`src/rtl/reu_pkg.sv`:
```
// rtl/reu_pkg.sv - REU transfer-type encodings, sequencer state encoding and strobe bundle
package reu_pkg;

  // Transfer type as presented by the command register
  typedef enum logic [1:0] {
    XT_STASH  = 2'b00,  // C64 -> REU
    XT_FETCH  = 2'b01,  // REU -> C64
    XT_SWAP   = 2'b10,  // exchange, two cycles per byte
    XT_VERIFY = 2'b11   // compare only
  } xfer_type_e;

  // Sequencer states
  localparam logic [2:0] ST_IDLE   = 3'd0;
  localparam logic [2:0] ST_ARM    = 3'd1;
  localparam logic [2:0] ST_WAITBA = 3'd2;
  localparam logic [2:0] ST_XFER   = 3'd3;
  localparam logic [2:0] ST_SWAPWR = 3'd4;
  localparam logic [2:0] ST_DONE   = 3'd5;

  // Per-cycle bus strobes decoded from state, BA and transfer type
  typedef struct packed {
    logic next_ca;
    logic next_reua;
    logic ram_we;
    logic c_wr;
  } strobe_t;

endpackage

```
`src/rtl/reu_xfer_seq_if.sv`:
```
// rtl/reu_xfer_seq_if.sv - register-file and C64/REU bus signals of the transfer sequencer
interface reu_xfer_seq_if;
  // From the register file / CPU decode
  logic       ExecuteIn;
  logic       FF00DecodeIn;
  logic [1:0] XferTypeIn;
  logic       Length1;
  logic       FF00Wr;
  // Bus inputs
  logic       BA;
  logic [7:0] CDIn;
  logic [7:0] RDIn;
  // Bus outputs
  logic       DMAReq;
  logic       CRnW;
  logic       RAMWE;
  logic [7:0] CDOut;
  logic [7:0] RDOut;
  // Strobes back to the register file
  logic       NextCA;
  logic       NextREUA;
  logic       XferEnd;
  logic       VerifyErr;
  logic       Busy;

  // Sequencer side
  modport master (
    input  ExecuteIn, FF00DecodeIn, XferTypeIn, Length1, FF00Wr, BA, CDIn, RDIn,
    output DMAReq, CRnW, RAMWE, CDOut, RDOut, NextCA, NextREUA, XferEnd, VerifyErr, Busy
  );

  // Register file / bus side
  modport slave (
    output ExecuteIn, FF00DecodeIn, XferTypeIn, Length1, FF00Wr, BA, CDIn, RDIn,
    input  DMAReq, CRnW, RAMWE, CDOut, RDOut, NextCA, NextREUA, XferEnd, VerifyErr, Busy
  );
endinterface

```
`src/rtl/reu_xfer_data.sv`:
```
// rtl/reu_xfer_data.sv - swap latches, verify comparator and C64/REU data output muxes
module reu_xfer_data
  import reu_pkg::*;
(
  input  logic       clk,
  input  logic       rst,
  input  logic       latch_en,   // swap read cycle with the bus granted
  input  logic       stash_en,   // stash byte cycle with the bus granted
  input  logic       fetch_en,   // fetch byte cycle with the bus granted
  input  logic       swapwr_en,  // swap write-back cycle with the bus granted
  input  logic [7:0] cd_in,
  input  logic [7:0] rd_in,
  output logic [7:0] cd_out,
  output logic [7:0] rd_out,
  output logic       mismatch
);

  logic [7:0] swap_c_q, swap_c_d;
  logic [7:0] swap_r_q, swap_r_d;

  // Capture both sides of a swap on its read cycle, hold otherwise (incl. BA stalls)
  always_comb begin
    swap_c_d = swap_c_q;
    swap_r_d = swap_r_q;
    if (latch_en) begin
      swap_c_d = cd_in;
      swap_r_d = rd_in;
    end
  end

  // Latch registers update on the PHI2 falling edge
  always_ff @(negedge clk) begin
    if (rst) begin
      swap_c_q <= 8'h00;
      swap_r_q <= 8'h00;
    end else begin
      swap_c_q <= swap_c_d;
      swap_r_q <= swap_r_d;
    end
  end

  // Data toward the C64 bus and REU RAM; idle value is zero so reset/idle outputs are clean
  always_comb begin
    cd_out = 8'h00;
    rd_out = 8'h00;
    if (stash_en) begin
      rd_out = cd_in;
    end
    if (fetch_en) begin
      cd_out = rd_in;
    end
    if (swapwr_en) begin
      rd_out = swap_c_q;
      cd_out = swap_r_q;
    end
  end

  assign mismatch = (cd_in != rd_in);

endmodule

```
`src/rtl/reu_xfer_seq.sv`:
```
// rtl/reu_xfer_seq.sv - REU DMA transfer sequencer FSM; REU_XFER_FF00_EN enables the ARM/$FF00 trigger
module reu_xfer_seq
  import reu_pkg::*;
(
  input logic            PHI2,
  input logic            Reset,
  reu_xfer_seq_if.master bus
);

  logic [2:0] state_q, state_d;
  logic       err_q, err_d;
  xfer_type_e xtype;
  logic       ff00_decode;
  logic       ff00_wr;
  logic       xfer_act;
  logic       swapwr_act;
  logic       mismatch;
  strobe_t    stb;

  assign xtype      = xfer_type_e'(bus.XferTypeIn);
  assign xfer_act   = (state_q == ST_XFER) && bus.BA;
  assign swapwr_act = (state_q == ST_SWAPWR) && bus.BA;

`ifdef REU_XFER_FF00_EN
  assign ff00_decode = bus.FF00DecodeIn;
  assign ff00_wr     = bus.FF00Wr;
`else
  logic unused_ff00;
  assign ff00_decode = 1'b0;
  assign ff00_wr     = 1'b0;
  assign unused_ff00 = bus.FF00DecodeIn ^ bus.FF00Wr;
`endif

  reu_xfer_data u_data (
    .clk       (PHI2),
    .rst       (Reset),
    .latch_en  (xfer_act && (xtype == XT_SWAP)),
    .stash_en  (xfer_act && (xtype == XT_STASH)),
    .fetch_en  (xfer_act && (xtype == XT_FETCH)),
    .swapwr_en (swapwr_act),
    .cd_in     (bus.CDIn),
    .rd_in     (bus.RDIn),
    .cd_out    (bus.CDOut),
    .rd_out    (bus.RDOut),
    .mismatch  (mismatch)
  );

  // Next-state and error-flag logic; BA=0 in XFER/SWAPWR simply holds everything
  always_comb begin
    state_d = state_q;
    err_d   = err_q;
    case (state_q)
      ST_IDLE: begin
        if (bus.ExecuteIn) begin
          state_d = ff00_decode ? ST_ARM : ST_WAITBA;
        end
      end
      ST_ARM: begin
        if (!bus.ExecuteIn) begin
          state_d = ST_IDLE;
        end else if (ff00_wr) begin
          state_d = ST_WAITBA;
        end
      end
      ST_WAITBA: begin
        if (bus.BA) begin
          state_d = ST_XFER;
        end
      end
      ST_XFER: begin
        if (bus.BA) begin
          case (xtype)
            XT_SWAP: state_d = ST_SWAPWR;
            XT_VERIFY: begin
              if (mismatch) begin
                err_d   = 1'b1;
                state_d = ST_DONE;
              end else if (bus.Length1) begin
                state_d = ST_DONE;
              end
            end
            default: begin
              if (bus.Length1) begin
                state_d = ST_DONE;
              end
            end
          endcase
        end
      end
      ST_SWAPWR: begin
        if (bus.BA) begin
          state_d = bus.Length1 ? ST_DONE : ST_XFER;
        end
      end
      ST_DONE: begin
        err_d   = 1'b0;
        state_d = ST_IDLE;
      end
      default: state_d = ST_IDLE;
    endcase
  end

  // State and error flag advance on the PHI2 falling edge
  always_ff @(negedge PHI2) begin
    if (Reset) begin
      state_q <= ST_IDLE;
      err_q   <= 1'b0;
    end else begin
      state_q <= state_d;
      err_q   <= err_d;
    end
  end

  // Byte-cycle strobes; nothing fires while the VIC holds the bus
  always_comb begin
    stb = '0;
    if (xfer_act) begin
      case (xtype)
        XT_STASH: begin
          stb.ram_we    = 1'b1;
          stb.next_ca   = 1'b1;
          stb.next_reua = 1'b1;
        end
        XT_FETCH: begin
          stb.c_wr      = 1'b1;
          stb.next_ca   = 1'b1;
          stb.next_reua = 1'b1;
        end
        XT_VERIFY: begin
          stb.next_ca   = 1'b1;
          stb.next_reua = 1'b1;
        end
        default: stb = '0;
      endcase
    end
    if (swapwr_act) begin
      stb.ram_we    = 1'b1;
      stb.c_wr      = 1'b1;
      stb.next_ca   = 1'b1;
      stb.next_reua = 1'b1;
    end
  end

  assign bus.NextCA    = stb.next_ca;
  assign bus.NextREUA  = stb.next_reua;
  assign bus.RAMWE     = stb.ram_we;
  assign bus.CRnW      = ~stb.c_wr;
  assign bus.DMAReq    = (state_q == ST_WAITBA) || (state_q == ST_XFER) || (state_q == ST_SWAPWR);
  assign bus.Busy      = (state_q != ST_IDLE);
  assign bus.XferEnd   = (state_q == ST_DONE) && !err_q;
  assign bus.VerifyErr = (state_q == ST_DONE) && err_q;

endmodule
```
`src/flat_wrapper.sv`:
```
// flat-port wrapper written by rule: the top's interface ports become plain ports
module reu_xfer_seq_flat import reu_pkg::*;
  (PHI2, Reset, bus_ExecuteIn, bus_FF00DecodeIn, bus_XferTypeIn, bus_Length1, bus_FF00Wr, bus_BA, bus_CDIn, bus_RDIn, bus_DMAReq, bus_CRnW, bus_RAMWE, bus_CDOut, bus_RDOut, bus_NextCA, bus_NextREUA, bus_XferEnd, bus_VerifyErr, bus_Busy);
  reu_xfer_seq_if bus_i ();
  input logic PHI2;
  input logic Reset;
  input wire logic [$bits(bus_i.ExecuteIn)-1:0] bus_ExecuteIn;
  input wire logic [$bits(bus_i.FF00DecodeIn)-1:0] bus_FF00DecodeIn;
  input wire logic [$bits(bus_i.XferTypeIn)-1:0] bus_XferTypeIn;
  input wire logic [$bits(bus_i.Length1)-1:0] bus_Length1;
  input wire logic [$bits(bus_i.FF00Wr)-1:0] bus_FF00Wr;
  input wire logic [$bits(bus_i.BA)-1:0] bus_BA;
  input wire logic [$bits(bus_i.CDIn)-1:0] bus_CDIn;
  input wire logic [$bits(bus_i.RDIn)-1:0] bus_RDIn;
  output wire logic [$bits(bus_i.DMAReq)-1:0] bus_DMAReq;
  output wire logic [$bits(bus_i.CRnW)-1:0] bus_CRnW;
  output wire logic [$bits(bus_i.RAMWE)-1:0] bus_RAMWE;
  output wire logic [$bits(bus_i.CDOut)-1:0] bus_CDOut;
  output wire logic [$bits(bus_i.RDOut)-1:0] bus_RDOut;
  output wire logic [$bits(bus_i.NextCA)-1:0] bus_NextCA;
  output wire logic [$bits(bus_i.NextREUA)-1:0] bus_NextREUA;
  output wire logic [$bits(bus_i.XferEnd)-1:0] bus_XferEnd;
  output wire logic [$bits(bus_i.VerifyErr)-1:0] bus_VerifyErr;
  output wire logic [$bits(bus_i.Busy)-1:0] bus_Busy;
  assign bus_i.ExecuteIn = bus_ExecuteIn;
  assign bus_i.FF00DecodeIn = bus_FF00DecodeIn;
  assign bus_i.XferTypeIn = bus_XferTypeIn;
  assign bus_i.Length1 = bus_Length1;
  assign bus_i.FF00Wr = bus_FF00Wr;
  assign bus_i.BA = bus_BA;
  assign bus_i.CDIn = bus_CDIn;
  assign bus_i.RDIn = bus_RDIn;
  assign bus_DMAReq = bus_i.DMAReq;
  assign bus_CRnW = bus_i.CRnW;
  assign bus_RAMWE = bus_i.RAMWE;
  assign bus_CDOut = bus_i.CDOut;
  assign bus_RDOut = bus_i.RDOut;
  assign bus_NextCA = bus_i.NextCA;
  assign bus_NextREUA = bus_i.NextREUA;
  assign bus_XferEnd = bus_i.XferEnd;
  assign bus_VerifyErr = bus_i.VerifyErr;
  assign bus_Busy = bus_i.Busy;
  reu_xfer_seq u_core (.PHI2(PHI2), .Reset(Reset), .bus(bus_i));
endmodule
```
`config.mk`:
```
export PLATFORM = sky130hd
export DESIGN_NAME = reu_xfer_seq_flat
export DESIGN_NICKNAME = d
export VERILOG_FILES = /design/src/rtl/reu_pkg.sv /design/src/rtl/reu_xfer_seq_if.sv /design/src/rtl/reu_xfer_data.sv /design/src/rtl/reu_xfer_seq.sv /design/src/flat_wrapper.sv
export SDC_FILE = /design/constraint.sdc
export NUM_CORES = 1
export LEC_CHECK = 0
export BUFFER_PORTS_ARGS = -buffer_cell sky130_fd_sc_hd__clkbuf_2
export CELL_PAD_IN_SITES_DETAIL_PLACEMENT = 1
export CELL_PAD_IN_SITES_GLOBAL_PLACEMENT = 1
export CORE_ASPECT_RATIO = 1.4
export CORE_MARGIN = 5
export CORE_UTILIZATION = 37
export CTS_CLUSTER_DIAMETER = 40
export DETAILED_ROUTE_END_ITERATION = 16
export GPL_TIMING_DRIVEN = 1
export PLACE_DENSITY_LB_ADDON = 0.3
export SYNTH_ARGS = -nofsm -noshare
export SYNTH_HDL_FRONTEND = slang
export SYNTH_SLANG_ARGS = --single-unit
export TNS_END_PERCENT = 30
```
`constraint.sdc`:
```
create_clock -name PHI2 -period 3.85 [get_ports PHI2]
set_input_delay 0.1925 -clock PHI2 [delete_from_list [all_inputs] [get_ports PHI2]]
set_output_delay 0.1925 -clock PHI2 [all_outputs]
set_load 0.05 [all_outputs]
```
==> impl_results.html, run 1 <==
<table>
<tr><th>Metric</th><th>Value</th></tr>
<tr><th colspan="2">Floorplan</th></tr>
<tr><td>Full die area</td><td>5110 µm²</td></tr>
<tr><td>Standard-cell row count</td><td>26</td></tr>
<tr><td>Area of the core region</td><td>3640 µm²</td></tr>
<tr><td>Count of boundary I/O pins</td><td>49</td></tr>
<tr><td>Initial core utilization</td><td>38.3%</td></tr>
<tr><td>Die Height</td><td>82.6 µm</td></tr>
<tr><td>Overall die width</td><td>61.9 µm</td></tr>
<tr><th colspan="2">Synth</th></tr>
<tr><td>Sequential cell area fraction in the yosys report</td><td>28.7%</td></tr>
<tr><td>Post-Syn Instances</td><td>193</td></tr>
<tr><td>Most used flip-flop cell after synthesis</td><td>dfxtp_1</td></tr>
<tr><td>Synthesized Nets</td><td>218</td></tr>
<tr><td>#FFs+latches synth</td><td>20</td></tr>
<tr><td>Number of library cell types mapped by synthesis</td><td>38</td></tr>
<tr><td>Proportion of netlist area held by the largest area contributor</td><td>28.7%</td></tr>
<tr><td>Most numerous cell in the Yosys netlist</td><td>nand2_1</td></tr>
<tr><td>Cell types with the highest counts after synthesis</td><td>nand2_1 (68), a21oi_1 (32), dfxtp_1 (20), xnor2_1 (9), inv_1 (6)</td></tr>
<tr><td>Synth Area per Inst</td><td>7.22 µm²</td></tr>
<tr><td>Synth Cell Area</td><td>1390 µm²</td></tr>
<tr><td>Number of flops mapped to enable cells by yosys</td><td>0</td></tr>
<tr><td>Synth warn</td><td>0</td></tr>
<tr><td>Ys async rst share</td><td>0%</td></tr>
<tr><td>Leading area contributor after synthesis</td><td>dfxtp_1</td></tr>
<tr><td>Ranking of synthesized cells by area</td><td>dfxtp_1 (29%), nand2_1 (18%), a21oi_1 (11%), xnor2_1 (5.7%), buf_6 (4.0%)</td></tr>
<tr><th colspan="2">Timing</th></tr>
<tr><td>Smallest setup slack after layout</td><td>0.0105 ns</td></tr>
<tr><td>Total count of max-transition violations in the final report</td><td>0</td></tr>
<tr><td>Max-Slew Margin vs Limit</td><td>72.1%</td></tr>
<tr><td>Number of endpoints failing setup at the final stage</td><td>0</td></tr>
<tr><td>Clk_skew</td><td>0.0218 ns</td></tr>
<tr><td>RSZ-0062 raised after global routing</td><td>true</td></tr>
<tr><td>Final Hold Viols</td><td>0</td></tr>
<tr><td>Least-Margin Pin Slew</td><td>0.418 ns</td></tr>
<tr><th colspan="2">Drt</th></tr>
<tr><td>Post-DR wirelength/cell</td><td>18.4 µm</td></tr>
<tr><td>DR vias/cell</td><td>5.50</td></tr>
<tr><td>Residual DRC count</td><td>0</td></tr>
<tr><td>Routed wire length</td><td>5610 µm</td></tr>
<tr><td>Routed Antenna Nets</td><td>0</td></tr>
<tr><td>Via count</td><td>1676</td></tr>
<tr><td>Number of detailed-routing iterations run before antenna repair</td><td>4</td></tr>
<tr><td>Drt initial violations</td><td>50</td></tr>
<tr><th colspan="2">Place</th></tr>
<tr><td>HPWL after DPL</td><td>3450 µm</td></tr>
<tr><td>Post-Place Setup Slack</td><td>0.102 ns</td></tr>
<tr><td>Number of input and output port buffers inserted</td><td>46</td></tr>
<tr><td>GP Congestion</td><td>0.860</td></tr>
<tr><td>Area post-placement</td><td>1870 µm²</td></tr>
<tr><th colspan="2">Power</th></tr>
<tr><td>Leak</td><td>0.00100 µW</td></tr>
<tr><td>Worst voltage drop across the vdd grid</td><td>0.000184 V</td></tr>
<tr><td>Overall power of the completed layout</td><td>582 µW</td></tr>
<tr><td>Power density cells</td><td>262 nW/µm²</td></tr>
<tr><th colspan="2">Global routing</th></tr>
<tr><td>Global router's overall resource usage</td><td>21.7%</td></tr>
<tr><td>Total overflow reported by the global router</td><td>0</td></tr>
<tr><td>Maximum number of pins on one net before global-route repair</td><td>21</td></tr>
<tr><td>Wire length of the first global-routing pass</td><td>8260 µm</td></tr>
<tr><td>Number of global-route vias before repair</td><td>1851</td></tr>
<tr><td>Antenna violations before repair</td><td>0</td></tr>
<tr><th colspan="2">Critical path</th></tr>
<tr><td>Critical path's largest stage delay</td><td>0.36 ns</td></tr>
<tr><td>Crit path launch type</td><td>flop</td></tr>
<tr><td>Worst EP arrival</td><td>3.65 ns</td></tr>
<tr><td>Cell class contributing the biggest share of worst-path delay</td><td>simple AND/OR/NAND/NOR gates</td></tr>
<tr><td>Crit-path cells</td><td>nand3b_4 &gt; nor3b_4 &gt; o21ai_4 &gt; clkbuf_16 &gt; a21oi_4 &gt; buf_12</td></tr>
<tr><td>CP bufs+invs</td><td>2</td></tr>
<tr><td>CP Capture Type</td><td>output port</td></tr>
<tr><td>Critical path fanouts, max</td><td>8</td></tr>
<tr><td>CP required</td><td>3.66 ns</td></tr>
<tr><td>Library cell contributing the largest single delay on the critical path</td><td>dfxtp_4</td></tr>
<tr><td>Worst reg2reg startpoint</td><td>u_core.state_q[1]</td></tr>
<tr><td>Start-to-end type of the worst setup path</td><td>reg2out</td></tr>
<tr><td>CP startpoint</td><td>u_core.state_q[2]</td></tr>
<tr><th colspan="2">Final layout</th></tr>
<tr><td>Final instance area</td><td>2220 µm²</td></tr>
<tr><td>Utilization after layout</td><td>60.8%</td></tr>
<tr><td>Antenna fix cells</td><td>0</td></tr>
<tr><td>Register cell area after layout</td><td>409 µm²</td></tr>
<tr><td>Area of the multi-input gates</td><td>1000 µm²</td></tr>
<tr><td>Number of nets at the end of the flow</td><td>289</td></tr>
<tr><td>Fill cells</td><td>448</td></tr>
<tr><td>Fraction of layout instances using a drive strength above 1</td><td>36.9%</td></tr>
<tr><td>Synth-to-layout area growth</td><td>59.0%</td></tr>
<tr><th colspan="2">Clock network</th></tr>
<tr><td>Clock-pin slew reported for the worst setup and hold paths after clock tree synthesis</td><td>0.04 ns</td></tr>
<tr><td>Root Driver</td><td>clkbuf_8</td></tr>
<tr><td>Number of sinks driven by the clock tree</td><td>20</td></tr>
<tr><td>Count of hold-fix buffers inserted at cts</td><td>0</td></tr>
<tr><td>Buffer depth of the longest clock path</td><td>2</td></tr>
<tr><td>Max H-tree Level</td><td>1</td></tr>
<tr><td>Clock buffers created by TritonCTS</td><td>3</td></tr>
<tr><td>CTS tree</td><td>done</td></tr>
<tr><td>Clock Latency Late Sink</td><td>0.35 ns</td></tr>
<tr><th colspan="2">Min path</th></tr>
<tr><td>Startpoint of the most critical hold path</td><td>u_core.u_data.swap_r_q[1]</td></tr>
<tr><td>Class of the most critical hold timing path</td><td>reg2reg</td></tr>
<tr><th colspan="2">Run</th></tr>
<tr><td>Count of max-cap constraint violations</td><td>0</td></tr>
<tr><th colspan="2">Outcome</th></tr>
<tr><td>Status</td><td>complete, no violations</td></tr>
</table>
==> worst reg2reg max path: stages (launching register included) <==
cell and delay (ns):
dfxtp_4 0.37, nand4bb_1 0.23, buf_4 0.24, nor2_2 0.18
nor2_1 0.08, a311oi_1 0.28
==> placed cells by master, fill, tap and decap left out, drive strengths merged <==
master    Yosys  final
o32ai         2      2
o211a         1      1
nand2        69     69
nand4bb       1      1
nor3b         1      1
o2111a        1      1
buf          10     29
and2          1      1
and3          3      3
a311oi        2      2
o2111ai       1      1
or2           1      1
nor2          6      6
nand4b        1      1
nand4         2      2
clkinvlp      0      1
nand3b        1      1
nand3         2      2
o21ai         4      4
clkbuf        3     34
nand2b        2      2
inv           6     25
a21oi        34     34
dfxtp        20     20
nor2b         2      2
nor3          3      3
and4b         1      1
or3           3      3
mux2i         1      1
xnor2         9      9
==> stage by stage <==
stage          std cells  hold WS, ns  TNS [ns]
2_1_floorplan        193        0.437    -0.840
3_3_place_gp         277        0.442         0
3_5_place_dp         277        0.451         0
4_1_cts              303        0.456   -0.0503
5_1_grt              305        0.468     -1.01
6_report             305        0.455         0
==> repair_timing <==
item | 4_1_cts | 5_1_grt
cloned | 0 | 1
setup endpoints to repair | 18 | 18
setup buffers | 3 | 1
pin swaps | 3 | 2
gates resized for setup | 20 | 19
==> final cells by class <==
class	instances	area share, %
clock buffers	3	1.86
clock inverters	21	3.61
inverters	5	0.847
multi-input cells	154	45.3
flip-flops and latches	20	18.5
well taps	42	2.37
repair buffers	60	27.6
==> power breakdown <==
group / switching [µW] / internal [µW]
Combinational: 76.3 / 43.9
Sequential: 5.95 / 211
Clock: 145 / 99.3
Total: 228 / 354
==> worst paths after layout <==
check,end,cells after the start,slack [ns]
hold / removal,u_core.u_data.swap_r_q[1],2,0.46
setup / recovery,bus_CDOut[5],6,0.01
setup reg to reg,u_core.state_q[1],5,2.36
hold reg to reg,u_core.u_data.swap_r_q[1],2,0.46
==> per-layer routing <==
layer / part of all wire (%) / GRT usage [%]
met2: 56 / 40.4
met3: 4.5 / 4.67
met1: 37 / 21.2
met4: 2.0 / 12.1
met5: 0 / 0
==> cell families (layout without fill, tap and decap cells) <==
group	count (synthesis)	in the layout	synth area share, %
muxes	1	1	0.718
AOI/OAI and AO/OA	45	45	21.0
xor gates and xnor gates	9	9	5.66
buffers and inverters	19	89	8.89
DFF	20	20	28.7
and+or+nand+nor	99	99	35.0
==> sequential cells by signal, indices dropped and copies added, names as in the netlist <==
register / cells
u_core.u_data.swap_c_q: 8
u_core.u_data.swap_r_q: 8
u_core.state_q: 3
u_core.err_q: 1
No activity file was read; power rests on OpenSTA's default activity.
==> inputs of run 2 (changes only) <==
--- a/config.mk
+++ b/config.mk
@@ -14,7 +14,7 @@
 export CTS_CLUSTER_DIAMETER = 40
 export DETAILED_ROUTE_END_ITERATION = 16
 export GPL_TIMING_DRIVEN = 1
-export PLACE_DENSITY_LB_ADDON = 0.3
+export PLACE_DENSITY_LB_ADDON = 0.08
 export SYNTH_ARGS = -nofsm -noshare
 export SYNTH_HDL_FRONTEND = slang
 export SYNTH_SLANG_ARGS = --single-unit
==> impl_results.html, run 2 (synthesis results as in run 1) <==
<table>
<tr><th>Metric</th><th>Value</th></tr>
<tr><th colspan="2">Outcome</th></tr>
<tr><td>Status</td><td>complete, no violations</td></tr>
<tr><th colspan="2">Final layout</th></tr>
<tr><td>Fraction of layout instances using a drive strength above 1</td><td>37.4% (+0.52 points)</td></tr>
<tr><td>Final instance area</td><td>2180 µm² (-1.6%)</td></tr>
<tr><td>Number of non-filler instances in the completed layout</td><td>304 (-0.33%)</td></tr>
<tr><td>Commonest cells after routing, fill and taps aside</td><td>nand2_1 (67), clkbuf_2 (28), inv_1 (25)</td></tr>
<tr><td>Synth-to-layout area growth</td><td>56.4%</td></tr>
<tr><td>Utilization after layout</td><td>59.8% (-1.0 points)</td></tr>
<tr><td>Number of nets at the end of the flow</td><td>288 (-0.35%)</td></tr>
<tr><td>Leading cell type in the layout, fill and taps excluded</td><td>nand2_1</td></tr>
<tr><td>Antenna fix cells</td><td>0 (unchanged)</td></tr>
<tr><td>Registers with the highest flip-flop counts</td><td>u_core.u_data.swap_c_q x8, u_core.u_data.swap_r_q x8, u_core.state_q x3</td></tr>
<tr><th colspan="2">Timing</th></tr>
<tr><td>Clk_skew</td><td>0.0288 ns (+0.00707 ns)</td></tr>
<tr><td>Least-Margin Pin Slew</td><td>0.418 ns (+0.000559 ns)</td></tr>
<tr><td>Total count of max-transition violations in the final report</td><td>0 (unchanged)</td></tr>
<tr><td>Max-Slew Margin vs Limit</td><td>72.0% (about the same)</td></tr>
<tr><td>Smallest setup slack after layout</td><td>0.0486 ns (+0.0382 ns)</td></tr>
<tr><td>Final Hold Viols</td><td>0 (unchanged)</td></tr>
<tr><td>Worst-case hold slack</td><td>0.455 ns (-0.000453 ns)</td></tr>
<tr><td>Number of endpoints failing setup at the final stage</td><td>0 (unchanged)</td></tr>
<tr><td>RSZ-0062 raised after global routing</td><td>true</td></tr>
<tr><th colspan="2">Floorplan</th></tr>
<tr><td>Initial core utilization</td><td>38.3% (unchanged)</td></tr>
<tr><td>Count of boundary I/O pins</td><td>49 (unchanged)</td></tr>
<tr><td>Overall die width</td><td>61.9 µm (unchanged)</td></tr>
<tr><td>Die Height</td><td>82.6 µm (unchanged)</td></tr>
<tr><td>Area of the core region</td><td>3640 µm² (unchanged)</td></tr>
<tr><td>Full die area</td><td>5110 µm² (unchanged)</td></tr>
<tr><td>Standard-cell row count</td><td>26 (unchanged)</td></tr>
<tr><th colspan="2">Min path</th></tr>
<tr><td>Startpoint of the most critical hold path</td><td>u_core.u_data.swap_r_q[2]</td></tr>
<tr><td>Class of the most critical hold timing path</td><td>reg2reg</td></tr>
<tr><th colspan="2">Power</th></tr>
<tr><td>Power density cells</td><td>266 nW/µm² (+1.3%)</td></tr>
<tr><td>Proportion of total power due to net switching</td><td>38.1% (-1.0 points)</td></tr>
<tr><td>Net Sw Power</td><td>221 µW (-3.0%)</td></tr>
<tr><td>Worst voltage drop across the vdd grid</td><td>0.000148 V (-20%)</td></tr>
<tr><td>Clk pwr share</td><td>42.0% (about the same)</td></tr>
<tr><td>Leak</td><td>0.000999 µW (-0.30%)</td></tr>
<tr><td>Internal power contribution</td><td>359 µW (+1.3%)</td></tr>
<tr><td>Portion of total power attributed to sequential cells</td><td>37.3% (about the same)</td></tr>
<tr><td>Combinational share of power</td><td>20.7% (about the same)</td></tr>
<tr><th colspan="2">Global routing</th></tr>
<tr><td>Maximum number of pins on one net before global-route repair</td><td>21 (unchanged)</td></tr>
<tr><td>Wire length of the first global-routing pass</td><td>7800 µm (-5.6%)</td></tr>
<tr><td>Number of global-route vias before repair</td><td>1793 (-3.1%)</td></tr>
<tr><td>Total overflow reported by the global router</td><td>0 (unchanged)</td></tr>
<tr><td>Antenna violations before repair</td><td>0 (unchanged)</td></tr>
<tr><td>Global router's overall resource usage</td><td>20.4% (-1.3 points)</td></tr>
<tr><th colspan="2">Place</th></tr>
<tr><td>Post-Place Setup Slack</td><td>0.143 ns (+0.0407 ns)</td></tr>
<tr><td>Post-placement cell count</td><td>278 (+0.36%)</td></tr>
<tr><td>Area post-placement</td><td>1880 µm² (+0.80%)</td></tr>
<tr><td>HPWL after DPL</td><td>3630 µm (+5.2%)</td></tr>
<tr><td>GP Congestion</td><td>0.894 (+3.9%)</td></tr>
<tr><td>Number of input and output port buffers inserted</td><td>46 (unchanged)</td></tr>
<tr><th colspan="2">Critical path</th></tr>
<tr><td>CP bufs+invs</td><td>2 (unchanged)</td></tr>
<tr><td>Crit-path cells</td><td>nand3b_4 &gt; nor3b_4 &gt; o21ai_4 &gt; buf_12 &gt; a21oi_2 &gt; buf_12</td></tr>
<tr><td>Critical path fanouts, max</td><td>9 (+1)</td></tr>
<tr><td>Library cell contributing the largest single delay on the critical path</td><td>dfxtp_2</td></tr>
<tr><td>Start-to-end type of the worst setup path</td><td>reg2out</td></tr>
<tr><td>Worst reg2reg startpoint</td><td>u_core.state_q[2]</td></tr>
<tr><td>CP Capture Type</td><td>output port</td></tr>
<tr><td>CP startpoint</td><td>u_core.state_q[1]</td></tr>
<tr><td>Most used cell along the critical path</td><td>buf_12</td></tr>
<tr><td>CP required</td><td>3.66 ns (about the same)</td></tr>
<tr><td>Critical path's largest stage delay</td><td>0.41 ns (+0.05 ns)</td></tr>
<tr><td>Crit path launch type</td><td>flop</td></tr>
<tr><td>Cell class contributing the biggest share of worst-path delay</td><td>flip-flops</td></tr>
<tr><td>Worst EP arrival</td><td>3.61 ns (-0.04 ns)</td></tr>
<tr><th colspan="2">Clock network</th></tr>
<tr><td>Number of sinks driven by the clock tree</td><td>20 (unchanged)</td></tr>
<tr><td>Clock-pin slew reported for the worst setup and hold paths after clock tree synthesis</td><td>0.04 ns (about the same)</td></tr>
<tr><td>Buffer depth of the longest clock path</td><td>2 (unchanged)</td></tr>
<tr><td>Clock buffers created by TritonCTS</td><td>3 (unchanged)</td></tr>
<tr><td>CTS tree</td><td>done</td></tr>
<tr><td>Count of hold-fix buffers inserted at cts</td><td>0 (unchanged)</td></tr>
<tr><td>Root Driver</td><td>clkbuf_8</td></tr>
<tr><td>Clock Latency Late Sink</td><td>0.36 ns (about the same)</td></tr>
<tr><td>Max H-tree Level</td><td>1 (unchanged)</td></tr>
<tr><th colspan="2">Drt</th></tr>
<tr><td>Residual DRC count</td><td>0 (unchanged)</td></tr>
<tr><td>Drt initial violations</td><td>43 (-14%)</td></tr>
<tr><td>Post-DR wirelength/cell</td><td>16.8 µm (-8.6%)</td></tr>
<tr><td>Routed Antenna Nets</td><td>0 (unchanged)</td></tr>
<tr><td>Via count</td><td>1671 (-0.30%)</td></tr>
<tr><td>DR vias/cell</td><td>5.50 (about the same)</td></tr>
<tr><td>Routed wire length</td><td>5110 µm (-8.9%)</td></tr>
<tr><td>Number of detailed-routing iterations run before antenna repair</td><td>4 (unchanged)</td></tr>
<tr><th colspan="2">Run</th></tr>
<tr><td>Count of max-cap constraint violations</td><td>0 (unchanged)</td></tr>
</table>
==> run 2: changes by cell type in the layout (fill, tap and decap cells not counted), moves of 2 or more <==
cell / before / now
a21oi_2: 9 / 12
o21ai_2: 0 / 2
buf_8: 2 / 0
a21oi_4: 7 / 3
clkbuf_8: 3 / 6
==> run 2: timing repair <==
action / 4_1_cts / 5_1_grt
endpoints found under the hold margin: 0 / 0
pin swaps: 1 / 3
buffers inserted: 0 / 3
resized for setup: 26 / 16
setup endpoints to repair: 19 / 20
==> run 2: metrics by stage <==
| step | setup TNS [ns] | total power [µW] |
|---|---|---|
| detailed placement | 0 | 362 |
| floorplan | -0.840 | 320 |
| global route | -0.231 | 629 |
| finish | 0 | 579 |
| CTS | 0 | 580 |
| global placement | 0 | 358 |
==> run 2: final timing paths <==
| check | end | depth (start not counted) | slack (ns) |
|---|---|---|---|
| worst max-delay path | bus_CDOut[4] | 6 | 0.05 |
| worst max register to register | u_core.state_q[2] | 6 | 2.34 |
| worst min register to register | u_core.u_data.swap_r_q[2] | 2 | 0.45 |
| worst min-delay path | u_core.u_data.swap_r_q[2] | 2 | 0.45 |
==> run 2: area by class of cell <==
cell class              count  area, µm²
inverters                   5       18.8
well taps                  42       52.6
clock inverters            21       81.3
multi-input cells         154        985
clock buffers               3       41.3
flip-flops and latches     20        409
fillers                   469       1460
repair buffers             59        592
==> run 2: power groups by stage <==
| stage | combinational (µW) | clock, µW | sequential (µW) |
|---|---|---|---|
| final | 120 | 243 | 216 |
| after global routing | 128 | 285 | 216 |
| after CTS | 114 | 250 | 216 |
| after detailed placement | 110 | 33.4 | 218 |
| after global placement | 106 | 33.4 | 218 |
| after floorplan | 71.0 | 33.4 | 216 |
==> run 2: worst min-delay path, cell delays in order (launching register included) <==
cell and delay [ns]:
dfxtp_1 0.30, nand2_1 0.05, a21oi_1 0.05
==> run 2: metal layers <==
metal / share of wire [%] / vias to the layer above / wire [µm] / GRT usage (%)
met5: 0 / - / 0 / 0
met1: 37 / 808 / 1870 / 19.5
met3: 4.8 / 13 / 243 / 5.13
met2: 55 / 61 / 2810 / 37.9
met4: 3.7 / 0 / 188 / 11.7
li1: - / 789 / - / -
==> inputs of run 3 (changes only) <==
--- a/config.mk
+++ b/config.mk
@@ -15,6 +15,7 @@
 export DETAILED_ROUTE_END_ITERATION = 16
 export GPL_TIMING_DRIVEN = 1
 export PLACE_DENSITY_LB_ADDON = 0.08
+export SETUP_SLACK_MARGIN = 0.1
 export SYNTH_ARGS = -nofsm -noshare
 export SYNTH_HDL_FRONTEND = slang
 export SYNTH_SLANG_ARGS = --single-unit
==> impl_results.html, run 3 (synthesis results as in run 1) <==
<table>
<tr><th>Metric</th><th>Value</th></tr>
<tr><th colspan="2">Timing</th></tr>
<tr><td>TNS Setup</td><td>0 ns (unchanged)</td></tr>
<tr><td>Max-Slew Margin vs Limit</td><td>71.4% (-0.65 points)</td></tr>
<tr><td>RSZ-0062 raised after global routing</td><td>true</td></tr>
<tr><td>Total count of max-transition violations in the final report</td><td>0 (unchanged)</td></tr>
<tr><td>Final Hold Viols</td><td>0 (unchanged)</td></tr>
<tr><td>Smallest setup slack after layout</td><td>0.0533 ns (+0.00468 ns)</td></tr>
<tr><td>Clk_skew</td><td>0.0186 ns (-0.0103 ns)</td></tr>
<tr><td>Least-Margin Pin Slew</td><td>0.428 ns (+0.00969 ns)</td></tr>
<tr><td>Number of endpoints failing setup at the final stage</td><td>0 (unchanged)</td></tr>
<tr><th colspan="2">Critical path</th></tr>
<tr><td>Library cell contributing the largest single delay on the critical path</td><td>dfxtp_4</td></tr>
<tr><td>Worst setup path end</td><td>bus_CDOut[6]</td></tr>
<tr><td>Worst EP arrival</td><td>3.60 ns (about the same)</td></tr>
<tr><td>Critical path depth in cells</td><td>6 (unchanged)</td></tr>
<tr><td>Crit-path cells</td><td>nand3b_4 &gt; nor3b_4 &gt; o21ai_4 &gt; buf_12 &gt; a21oi_4 &gt; buf_12</td></tr>
<tr><td>Start-to-end type of the worst setup path</td><td>reg2out</td></tr>
<tr><td>Crit path launch type</td><td>flop</td></tr>
<tr><td>CP bufs+invs</td><td>2 (unchanged)</td></tr>
<tr><td>CP required</td><td>3.66 ns (about the same)</td></tr>
<tr><td>Critical path fanouts, max</td><td>9 (unchanged)</td></tr>
<tr><td>Worst reg2reg startpoint</td><td>u_core.state_q[2]</td></tr>
<tr><td>Capture instance of the worst register-to-register path</td><td>u_core.state_q[2]</td></tr>
<tr><td>Most used cell along the critical path</td><td>buf_12</td></tr>
<tr><td>CP startpoint</td><td>u_core.state_q[2]</td></tr>
<tr><td>CP Capture Type</td><td>output port</td></tr>
<tr><td>Critical path's largest stage delay</td><td>0.35 ns (-0.06 ns)</td></tr>
<tr><td>R2R depth</td><td>6 (unchanged)</td></tr>
<tr><td>Reg2reg setup slack</td><td>2.31 ns (-0.03 ns)</td></tr>
<tr><td>Cell class contributing the biggest share of worst-path delay</td><td>simple AND/OR/NAND/NOR gates</td></tr>
<tr><th colspan="2">Floorplan</th></tr>
<tr><td>Area of the core region</td><td>3640 µm² (unchanged)</td></tr>
<tr><td>Count of boundary I/O pins</td><td>49 (unchanged)</td></tr>
<tr><td>Standard-cell row count</td><td>26 (unchanged)</td></tr>
<tr><td>Overall die width</td><td>61.9 µm (unchanged)</td></tr>
<tr><td>Full die area</td><td>5110 µm² (unchanged)</td></tr>
<tr><td>Die Height</td><td>82.6 µm (unchanged)</td></tr>
<tr><td>Initial core utilization</td><td>38.3% (unchanged)</td></tr>
<tr><th colspan="2">Clock network</th></tr>
<tr><td>Root Driver</td><td>clkbuf_8</td></tr>
<tr><td>Clock buffers created by TritonCTS</td><td>3 (unchanged)</td></tr>
<tr><td>CTS tree</td><td>done</td></tr>
<tr><td>Number of sinks driven by the clock tree</td><td>20 (unchanged)</td></tr>
<tr><td>Clock-pin slew reported for the worst setup and hold paths after clock tree synthesis</td><td>0.04 ns (about the same)</td></tr>
<tr><td>Count of hold-fix buffers inserted at cts</td><td>0 (unchanged)</td></tr>
<tr><td>Clock Latency Late Sink</td><td>0.35 ns (about the same)</td></tr>
<tr><td>Max H-tree Level</td><td>1 (unchanged)</td></tr>
<tr><td>Buffer depth of the longest clock path</td><td>2 (unchanged)</td></tr>
<tr><th colspan="2">Drt</th></tr>
<tr><td>Routed Antenna Nets</td><td>0 (unchanged)</td></tr>
<tr><td>Residual DRC count</td><td>0 (unchanged)</td></tr>
<tr><td>Top sig layer</td><td>met4</td></tr>
<tr><td>Wl on met1</td><td>1880 µm (+0.27%)</td></tr>
<tr><td>Post-DR wirelength/cell</td><td>17.4 µm (+3.8%)</td></tr>
<tr><td>Routed wl met3</td><td>260 µm (+7.0%)</td></tr>
<tr><td>Number of detailed-routing iterations run before antenna repair</td><td>4 (unchanged)</td></tr>
<tr><td>Routed wire length</td><td>5320 µm (+4.2%)</td></tr>
<tr><td>Drt initial violations</td><td>70 (+63%)</td></tr>
<tr><td>Via count</td><td>1669 (-0.12%)</td></tr>
<tr><td>Wire length on met2</td><td>2950 µm (+5.2%)</td></tr>
<tr><td>DR vias/cell</td><td>5.47 (-0.45%)</td></tr>
<tr><th colspan="2">Place</th></tr>
<tr><td>GP Congestion</td><td>0.894 (unchanged)</td></tr>
<tr><td>Post-Place Setup Slack</td><td>0.143 ns (unchanged)</td></tr>
<tr><td>Number of input and output port buffers inserted</td><td>46 (unchanged)</td></tr>
<tr><td>HPWL after DPL</td><td>3630 µm (unchanged)</td></tr>
<tr><td>Post-placement cell count</td><td>278 (unchanged)</td></tr>
<tr><th colspan="2">Final layout</th></tr>
<tr><td>Fill cells</td><td>462 (-1.5%)</td></tr>
<tr><td>Number of nets at the end of the flow</td><td>289 (+0.35%)</td></tr>
<tr><td>Commonest cells after routing, fill and taps aside</td><td>nand2_1 (68), clkbuf_2 (28), inv_1 (25)</td></tr>
<tr><td>Registers with the highest flip-flop counts</td><td>u_core.u_data.swap_c_q x8, u_core.u_data.swap_r_q x8, u_core.state_q x3</td></tr>
<tr><td>Utilization after layout</td><td>61.1% (+1.3 points)</td></tr>
<tr><td>Number of non-filler instances in the completed layout</td><td>305 (+0.33%)</td></tr>
<tr><td>Antenna fix cells</td><td>0 (unchanged)</td></tr>
<tr><td>Leading cell type in the layout, fill and taps excluded</td><td>nand2_1</td></tr>
<tr><td>Synth-to-layout area growth</td><td>59.8%</td></tr>
<tr><td>Fraction of layout instances using a drive strength above 1</td><td>37.6% (+0.24 points)</td></tr>
<tr><th colspan="2">Global routing</th></tr>
<tr><td>Number of global-route vias before repair</td><td>1871 (+4.4%)</td></tr>
<tr><td>Wire length of the first global-routing pass</td><td>8220 µm (+5.4%)</td></tr>
<tr><td>Antenna violations before repair</td><td>0 (unchanged)</td></tr>
<tr><td>Total overflow reported by the global router</td><td>0 (unchanged)</td></tr>
<tr><td>Global router's overall resource usage</td><td>21.8% (+1.3 points)</td></tr>
<tr><td>Maximum number of pins on one net before global-route repair</td><td>21 (unchanged)</td></tr>
<tr><th colspan="2">Power</th></tr>
<tr><td>Leak</td><td>0.00101 µW (+1.1%)</td></tr>
<tr><td>Worst voltage drop across the vdd grid</td><td>0.000149 V (+0.93%)</td></tr>
<tr><td>Power density cells</td><td>261 nW/µm² (-1.8%)</td></tr>
<tr><th colspan="2">Min path</th></tr>
<tr><td>Class of the most critical hold timing path</td><td>reg2reg</td></tr>
<tr><th colspan="2">Outcome</th></tr>
<tr><td>Status</td><td>complete, no violations</td></tr>
<tr><th colspan="2">Run</th></tr>
<tr><td>Count of max-cap constraint violations</td><td>0 (unchanged)</td></tr>
</table>
==> run 3: area by class of cell <==
class                   count  area [µm²]  share of cell area, %
inverters                   5        18.8                  0.843
multi-input cells         154        1000                   45.0
clock inverters            21        81.3                   3.65
repair buffers             60         619                   27.8
clock buffers               3        41.3                   1.85
well taps                  42        52.6                   2.36
flip-flops and latches     20         412                   18.5
==> run 3: repair_timing <==
action	in CTS	in global routing
resized for setup	33	17
pin swaps	2	5
setup endpoints to repair	20	19
setup buffers	3	1
hold endpoints to repair	0	0
cloned	0	0
==> run 3: worst min-delay path by stage <==
stage	from	end	slack, ns	cells past startpoint
floorplan	u_core.u_data.swap_c_q[0]	u_core.u_data.swap_c_q[0]	0.44	2
global placement	u_core.u_data.swap_r_q[3]	u_core.u_data.swap_r_q[3]	0.44	2
detailed placement	u_core.u_data.swap_r_q[2]	u_core.u_data.swap_r_q[2]	0.45	2
CTS	u_core.u_data.swap_r_q[2]	u_core.u_data.swap_r_q[2]	0.45	2
global route	u_core.u_data.swap_r_q[0]	u_core.u_data.swap_r_q[0]	0.48	2
finish	u_core.u_data.swap_r_q[7]	u_core.u_data.swap_r_q[7]	0.46	2
==> run 3: metrics by stage <==
| step | hold slack (ns) | total power (µW) | cell area, µm² |
|---|---|---|---|
| 2_1_floorplan | 0.437 | 320 | 1390 |
| 3_3_place_gp | 0.442 | 358 | 1880 |
| 3_5_place_dp | 0.447 | 362 | 1880 |
| 4_1_cts | 0.452 | 584 | 2150 |
| 5_1_grt | 0.481 | 637 | 2230 |
| 6_report | 0.458 | 581 | 2230 |
==> run 3: worst min-delay path, cell delays in order, from the launching register on <==
cell and delay (ns):
dfxtp_1 0.30, nand2_1 0.05, a21oi_1 0.05
==> run 3: power by group <==
| part | switching, µW | total [µW] | leakage [µW] | internal, µW |
|---|---|---|---|---|
| combinational | 74.9 | 124 | 0.000714 | 49.3 |
| clock | 139 | 241 | 0.000133 | 101 |
| sequential | 5.44 | 216 | 0.000164 | 211 |
==> run 3: per-layer routing <==
layer	vias up	GRT usage, %
li1	793	-
met1	800	20.1
met2	59	40.9
met3	17	5.29
met4	0	13.2
met5	-	0
